===== config.mk =====
export PLATFORM = sky130hd
export DESIGN_NAME = memory_stage
export DESIGN_NICKNAME = d
export VERILOG_FILES = /design/src/rtl/memory_stage.sv
export SDC_FILE = /design/constraint.sdc
export NUM_CORES = 1
export LEC_CHECK = 0
export CORE_AREA = 2 2 125 127
export CTS_CLUSTER_SIZE = 14
export DETAILED_ROUTE_END_ITERATION = 16
export DIE_AREA = 0 0 127 129
export DONT_BUFFER_PORTS = 1
export PLACE_DENSITY = 0.53
export SLEW_MARGIN = 20
export SYNTH_ARGS = -nofsm -noshare
export SYNTH_HDL_FRONTEND = slang
export SYNTH_SLANG_ARGS = --single-unit

===== constraint.sdc =====
create_clock -name clk -period 3.5 [get_ports clk]
set_clock_uncertainty 0.1 [all_clocks]
set_input_delay 0.35 -clock clk [delete_from_list [all_inputs] [get_ports clk]]
set_output_delay 0.35 -clock clk [all_outputs]
set_load 0.02 [all_outputs]

===== src/rtl/memory_stage.sv =====
// Memory stage of the five-stage RISC-V pipeline: valid/ready data-memory access,
// load alignment/extension, stall generation and the M/W pipeline register.
//
// state   | meaning
// --------+---------------------------------------------------------------
// ST_IDLE | no access outstanding; MemReq follows the current instruction
// ST_WAIT | request issued but not yet accepted; MemReq held, pipeline stalled
module memory_stage (
    input  logic        clk,
    input  logic        rst,
    input  logic        RegWriteM,
    input  logic [1:0]  ResultSrcM,
    input  logic        MemWriteM,
    input  logic [2:0]  Funct3M,
    input  logic [31:0] ALUResultM,
    input  logic [31:0] WriteDataM,
    input  logic [4:0]  RdM,
    input  logic [31:0] PCPlus4M,
    output logic        MemReq,
    output logic        MemWe,
    output logic [31:0] MemAddr,
    output logic [31:0] MemWData,
    output logic [3:0]  MemByteEn,
    input  logic        MemReady,
    input  logic [31:0] MemRData,
    output logic        Stall,
    output logic        RegWriteW,
    output logic [1:0]  ResultSrcW,
    output logic [31:0] ALUResultW,
    output logic [31:0] ReadDataW,
    output logic [4:0]  RdW,
    output logic [31:0] PCPlus4W,
    output logic        MisalignW
);

    typedef enum logic {
        ST_IDLE = 1'b0,
        ST_WAIT = 1'b1
    } state_t;

    state_t state, state_nxt;

    logic        is_load;
    logic        access;
    logic        size_byte;
    logic        size_half;
    logic        size_word;
    logic        misalign;
    logic        aligned_access;
    logic [1:0]  byte_off;
    logic [4:0]  bit_off;
    logic [31:0] rdata_shifted;
    logic [31:0] load_ext;

    assign is_load   = (ResultSrcM == 2'b01);
    assign access    = MemWriteM | is_load;
    assign byte_off  = ALUResultM[1:0];
    assign bit_off   = {byte_off, 3'b000};

    // Funct3M[1] set means word; unused encodings fall into the word path.
    assign size_byte = (Funct3M[1:0] == 2'b00);
    assign size_half = (Funct3M[1:0] == 2'b01);
    assign size_word = Funct3M[1];

    assign misalign = access & ((size_half & byte_off[0]) |
                                (size_word & (byte_off != 2'b00)));
    assign aligned_access = access & ~misalign;

    always_ff @(posedge clk) begin
        if (rst) begin
            state <= ST_IDLE;
        end else begin
            state <= state_nxt;
        end
    end

    always_comb begin
        state_nxt = state;
        MemReq    = 1'b0;
        case (state)
            ST_IDLE: begin
                MemReq = aligned_access;
                if (aligned_access && !MemReady) begin
                    state_nxt = ST_WAIT;
                end
            end
            ST_WAIT: begin
                MemReq = 1'b1;
                if (MemReady) begin
                    state_nxt = ST_IDLE;
                end
            end
            default: begin
                state_nxt = ST_IDLE;
            end
        endcase
    end

    assign Stall    = MemReq & ~MemReady;
    assign MemWe    = MemReq & MemWriteM;
    assign MemAddr  = {ALUResultM[31:2], 2'b00};
    assign MemWData = WriteDataM << bit_off;

    always_comb begin
        MemByteEn = 4'b1111;
        if (size_byte) begin
            MemByteEn = 4'b0001 << byte_off;
        end else if (size_half) begin
            MemByteEn = 4'b0011 << {byte_off[1], 1'b0};
        end
    end

    assign rdata_shifted = MemRData >> bit_off;

    always_comb begin
        load_ext = MemRData;
        case (Funct3M)
            3'b000:  load_ext = {{24{rdata_shifted[7]}}, rdata_shifted[7:0]};
            3'b001:  load_ext = {{16{rdata_shifted[15]}}, rdata_shifted[15:0]};
            3'b100:  load_ext = {24'h000000, rdata_shifted[7:0]};
            3'b101:  load_ext = {16'h0000, rdata_shifted[15:0]};
            default: load_ext = MemRData;
        endcase
    end

    // A stalled cycle retires a bubble; the completing cycle (Stall low) captures.
    always_ff @(posedge clk) begin
        if (rst || Stall) begin
            RegWriteW  <= 1'b0;
            ResultSrcW <= 2'b00;
            ALUResultW <= 32'h0;
            ReadDataW  <= 32'h0;
            RdW        <= 5'd0;
            PCPlus4W   <= 32'h0;
            MisalignW  <= 1'b0;
        end else begin
            RegWriteW  <= RegWriteM & ~misalign;
            ResultSrcW <= ResultSrcM;
            ALUResultW <= ALUResultM;
            ReadDataW  <= (is_load && !misalign) ? load_ext : 32'h0;
            RdW        <= RdM;
            PCPlus4W   <= PCPlus4M;
            MisalignW  <= misalign;
        end
    end

endmodule


### Word level (Yosys, flattened, before mapping)

Index checks and enable logic that the tools add are counted.

| cells by class | value |
|---|---|
| muxes and demuxes | 7 |
| shifts and indexed selects | 4 |
| reductions and logical operators | 9 |
| equal/unequal tests | 5 |
| bitwise operators | 13 |

Operator list:

| cell | count |
|---|---|
| case mux 32 bit (4 select lines) | 1 |
| << shifter 32 x 5 -> 32 bit | 1 |
| right shift 32 x 5 -> 16 bit | 1 |
| two-way mux 4 bit | 2 |
| AND 1 bit | 7 |
| equality test 3 bit (second input constant) | 2 |
| equality test 2 x 1 -> 1 bit (second input constant) | 2 |
| NOT 1 bit | 4 |
| case mux 1 bit (2 select lines) | 2 |
| << shifter 1 x 2 -> 4 bit (first input constant) | 1 |
| << shifter 2 x 2 -> 4 bit (first input constant) | 1 |
| equality test 3 x 1 -> 1 bit (second input constant) | 1 |
| logical NOT 3 bit | 1 |
| logical AND 1 bit | 2 |
| logical NOT 1 bit | 2 |
| logical NOT 2 bit | 1 |
| two-way mux 1 bit | 2 |
| bitwise OR 1 bit | 2 |
| nonzero test 2 bit | 1 |
| OR reduction 2 bit | 1 |
| logical OR 1 bit | 1 |

| word-level totals | value |
|---|---|
| output and inout port bits | 176 |
| bits in registers | 106 |

### Longest topological paths before layout

| depth | value |
|---|---|
| depth in word-level cells | 10 |
| depth in mapped cells | 7 |
| depth with buffers taken out | 4 |

### Worst setup path before layout

Ideal clock, no wire load.

| timing path | value |
|---|---|
| path type | input port to output port |
| start point | input ALUResultM[0] |
| end point | output MemByteEn[1] |
| path slack | 1.483 ns |
| path buffers | 4 |
| cell stages on the path | 6 |
| data arrival time | 1.567 ns |
| required time | 3.050 ns |
| cells stage by stage | buf_6 buf_4 buf_4 buf_2 nor2_1 o21ai_0 |

| on the way | value |
|---|---|
| longest elaborated chain between the ends | 2 |

Ends and longest elaborated chain:

| item | line | text |
|---|---|---|
| start: declaration | 15 | `input logic [31:0] ALUResultM,` |
| << shifter 1 x 2 -> 4 bit | 107 | `MemByteEn = 4'b0001 << byte_off;` |
| two-way mux 4 bit | 106 | `if (size_byte) begin` |
| end: declaration | 23 | `output logic [3:0] MemByteEn,` |

No other way between the ends.

### Worst setup path after layout

| timing path | value |
|---|---|
| start point | input ALUResultM[1] |
| end point | output Stall |

| on the way | value |
|---|---|
| longest elaborated chain between the ends | 8 |

Ends and longest elaborated chain:

| item | line | text |
|---|---|---|
| nonzero test 2 bit | 66 | `(size_word & (byte_off != 2'b00)));` |
| AND 1 bit | 66 |  |
| bitwise OR 1 bit | 65 | `assign misalign = access & ((size_half & byte_off[0]) \|` |
| AND 1 bit | 65 |  |
| NOT 1 bit | 67 | `assign aligned_access = access & ~misalign;` |
| AND 1 bit | 67 |  |
| case mux 1 bit (2 select lines) | 80 | `case (state)` |
| AND 1 bit | 99 | `assign Stall = MemReq & ~MemReady;` |
| end: declaration | 26 | `output logic Stall,` |

No other way between the ends.

==> metrics.txt <==
DRT antenna net count 0; outcome complete, no violations; Initial Utilization 30.24%; fmax roughly 520 MHz; die area 16380 um^2; CP Cell Sequence nor2_1, buf_4, o22ai_2, a21oi_4, buf_4; Total Routing Usage GR roughly 15%; Yosys reg bits about 110; grt ovf 0; relative slew slack a little under half; count of final setup violators 0; Worst Path Buf+Inv 2; TritonRoute pass-1 iters 4; initial antenna violation count 1; CTS resizes 0; DR vias about 3200; Final Hold Violating Endpoints 0; vias per cell roughly 5.3; Max Cap Violations 0; R2R cell count 4; Avg Inst Size Synth roughly 9.9 um^2; Peak supply drop approximately 0.23 mV; drt wl/cell between 20 and 25 um; first-pass GRT wire length 18600 um; Std-Cell Rows 45; die height 129 um; synth unique cells 39; Crit Path Class in -> out; Synth Instances 458; post-synth top area cell dfxtp_1; Hold Path Class in -> reg; Post-synth EDFFs 0; WP data arrival between 1000 and 1500 ps; Synth Area in Simple Gates about a fifth; leakage just under 0.002 uW; post-route cell area between 4000 and 5000 um^2; CTS tree built; filler cell count 1528; Slew Limit Fails 0; worst-path maximum fanout 62; Worst R2R Start state; area grow syn2layout 6.685%; CP delay by family, top buffers and inverters; CP Launch Point ALUResultM[1]; Post-Place Cell Area about 4400 um^2; I/O Buffers 0; Worst EP required slightly above 3000 ps; asr flop ratio synth 0%; yosys warns 0; diodes inserted 0; Setup crit end Stall; CTS root buf clkbuf_16; most frequent cell after synthesis dfxtp_1; final wirelength 12940 um; CP endpoint kind output pin; vias in the first global route roughly 3100; Iteration-0 DRC Markers 127; R2R setup slack roughly 2300 ps; post-synthesis mux area share roughly 7.7%; Tightest Pin Transition between 800 and 900 ps; core region area between 10000 and 15000 um^2; Adder-Cell Fraction of Synth Area 0%; CP peak stage delay ~370 ps; clock sinks between 100 and 150; WP depth 5; fin nets between 500 and 600; H-tree depth 3; GP Congestion 0.7916; Critical Path Slowest Stage Cell buf_4; register area share after synthesis between 40% and 50%; minimum clock period ~1900 ps; most frequent cells after synthesis dfxtp_1 (106), nor3b_1 (72), buf_4 (40); top-area cell type share of the netlist area between 40% and 50%; largest net degree at the start of global routing between 70 and 80; # IOs about 320; CP startpoint kind input pin; cell area after synthesis 4529 um^2; post-synthesis xor/xnor area fraction 0%; TNS Setup 0 ps; Area contributors post-synth dfxtp_1 (47%), nor3b_1 (12%), buf_4 (6.6%), mux2i_1 (5.7%), a21o_1 (2.7%); cell repeated most along the worst path buf_4; Die Wd approximately 130 um; Crit Reg-Reg Endpoint ALUResultW[17]; Synth Flop Type dfxtp_1; TritonCTS buffer count 9; Synth Area in Compound Gates between 10 and 15%; largest family of logic cells by synthesized area simple AND/OR/NAND/NOR gates; clk_lat worst skew roughly 340 ps; HPWL after DPL between 9000 and 10000 um; Cell Count, Final, Fillers Out 612; RSZ-0062 raised after global routing no; power density cells about 550 nW/um^2; layout cell share with drive strength beyond 1 8.962%; dpl cells a little under 600; clock buffer depth 2; Final period util a little over half; drt drc 0; Clk pin slew, worst setup/hold paths 70 ps
-- per-stage QoR --
stage	total power (uW)	utilization (%)	hold slack, ps	setup slack (ps)
finish	2666	32.26	19.71	1586
global route	2788	32.26	3.312	1508
CTS	2712	32.26	0.2428	1562
detailed placement	1628	29.06	328.4	1464
global placement	1622	29.06	330.2	1472
floorplan	1671	-	359.9	1483
-- how the worst min path moves through the flow --
stage                       from  cells after the start       endpoint
floorplan           MemRData[18]                      1  ReadDataW[18]
global placement             rst                      1          state
detailed placement           rst                      1          state
CTS                 MemRData[30]                      1  ReadDataW[30]
global route        MemRData[29]                      1  ReadDataW[29]
finish              MemRData[30]                      1  ReadDataW[30]
-- where the power goes --
group / leakage [uW] / switching [uW] / internal, uW
clock network: 0.000154 / 471 / 569
logic: 0.000922 / 158 / 111
registers: 0.000871 / 95.2 / 1260
-- metal layers --
| layer | wire length (um) | track usage [%] |
|---|---|---|
| met1 | 4859 | 15.81 |
| met2 | 6502 | 26.09 |
| met3 | 1384 | 6.902 |
| met4 | 181 | 5.042 |
| met5 | 16 | 0 |
-- registers in the layout, indices dropped and copies added, names as in the netlist --
signal      cells
PCPlus4W       32
MisalignW       1
RegWriteW       1
state           1
ReadDataW      32
RdW             5
ResultSrcW      2
ALUResultW     32
-- cells by family (layout without fill, tap and decap cells) --
kind of cell / count (synthesis) / count (layout)
flops: 106 / 106
other cells: 1 / 2
mux: 34 / 34
compound gates: 88 / 88
buf+inv: 79 / 44
simple gates: 150 / 150
-- placed cells by master (no fill, tap or decap), types with 2 or more instances in the layout --
cell type	instances
a21oi_1	9
o21ai_0	18
inv_6	3
nand2_1	16
a22o_1	13
buf_4	4
dfxtp_1	106
nor2b_1	13
dlygate4sd3_1	14
nor3b_1	72
nor3_1	2
nand2b_1	3
inv_1	9
a211oi_1	8
conb_1	2
clkbuf_16	9
nor4_1	2
mux2i_1	26
a22oi_1	7
nor2_1	28
mux2_2	8
a21o_1	16
and2_1	9
a221oi_1	7
-- repair_timing --
action,CTS,global route
endpoints found under the hold margin,89,0
hold buffers,15,0
setup buffers,0,0
-- final cells by class --
class | instances | area, um^2 | share of cell area (%)
timing repair buffer | 19 | 197.7 | 4.091
clock inverter | 7 | 86.33 | 1.787
tap | 188 | 235.2 | 4.868
inverter | 9 | 33.78 | 0.6991
sequential | 106 | 2122 | 43.92
multi-input combinational | 274 | 1932 | 39.98
clock buffer | 9 | 225.2 | 4.661
(Power assumes the default switching activity.)
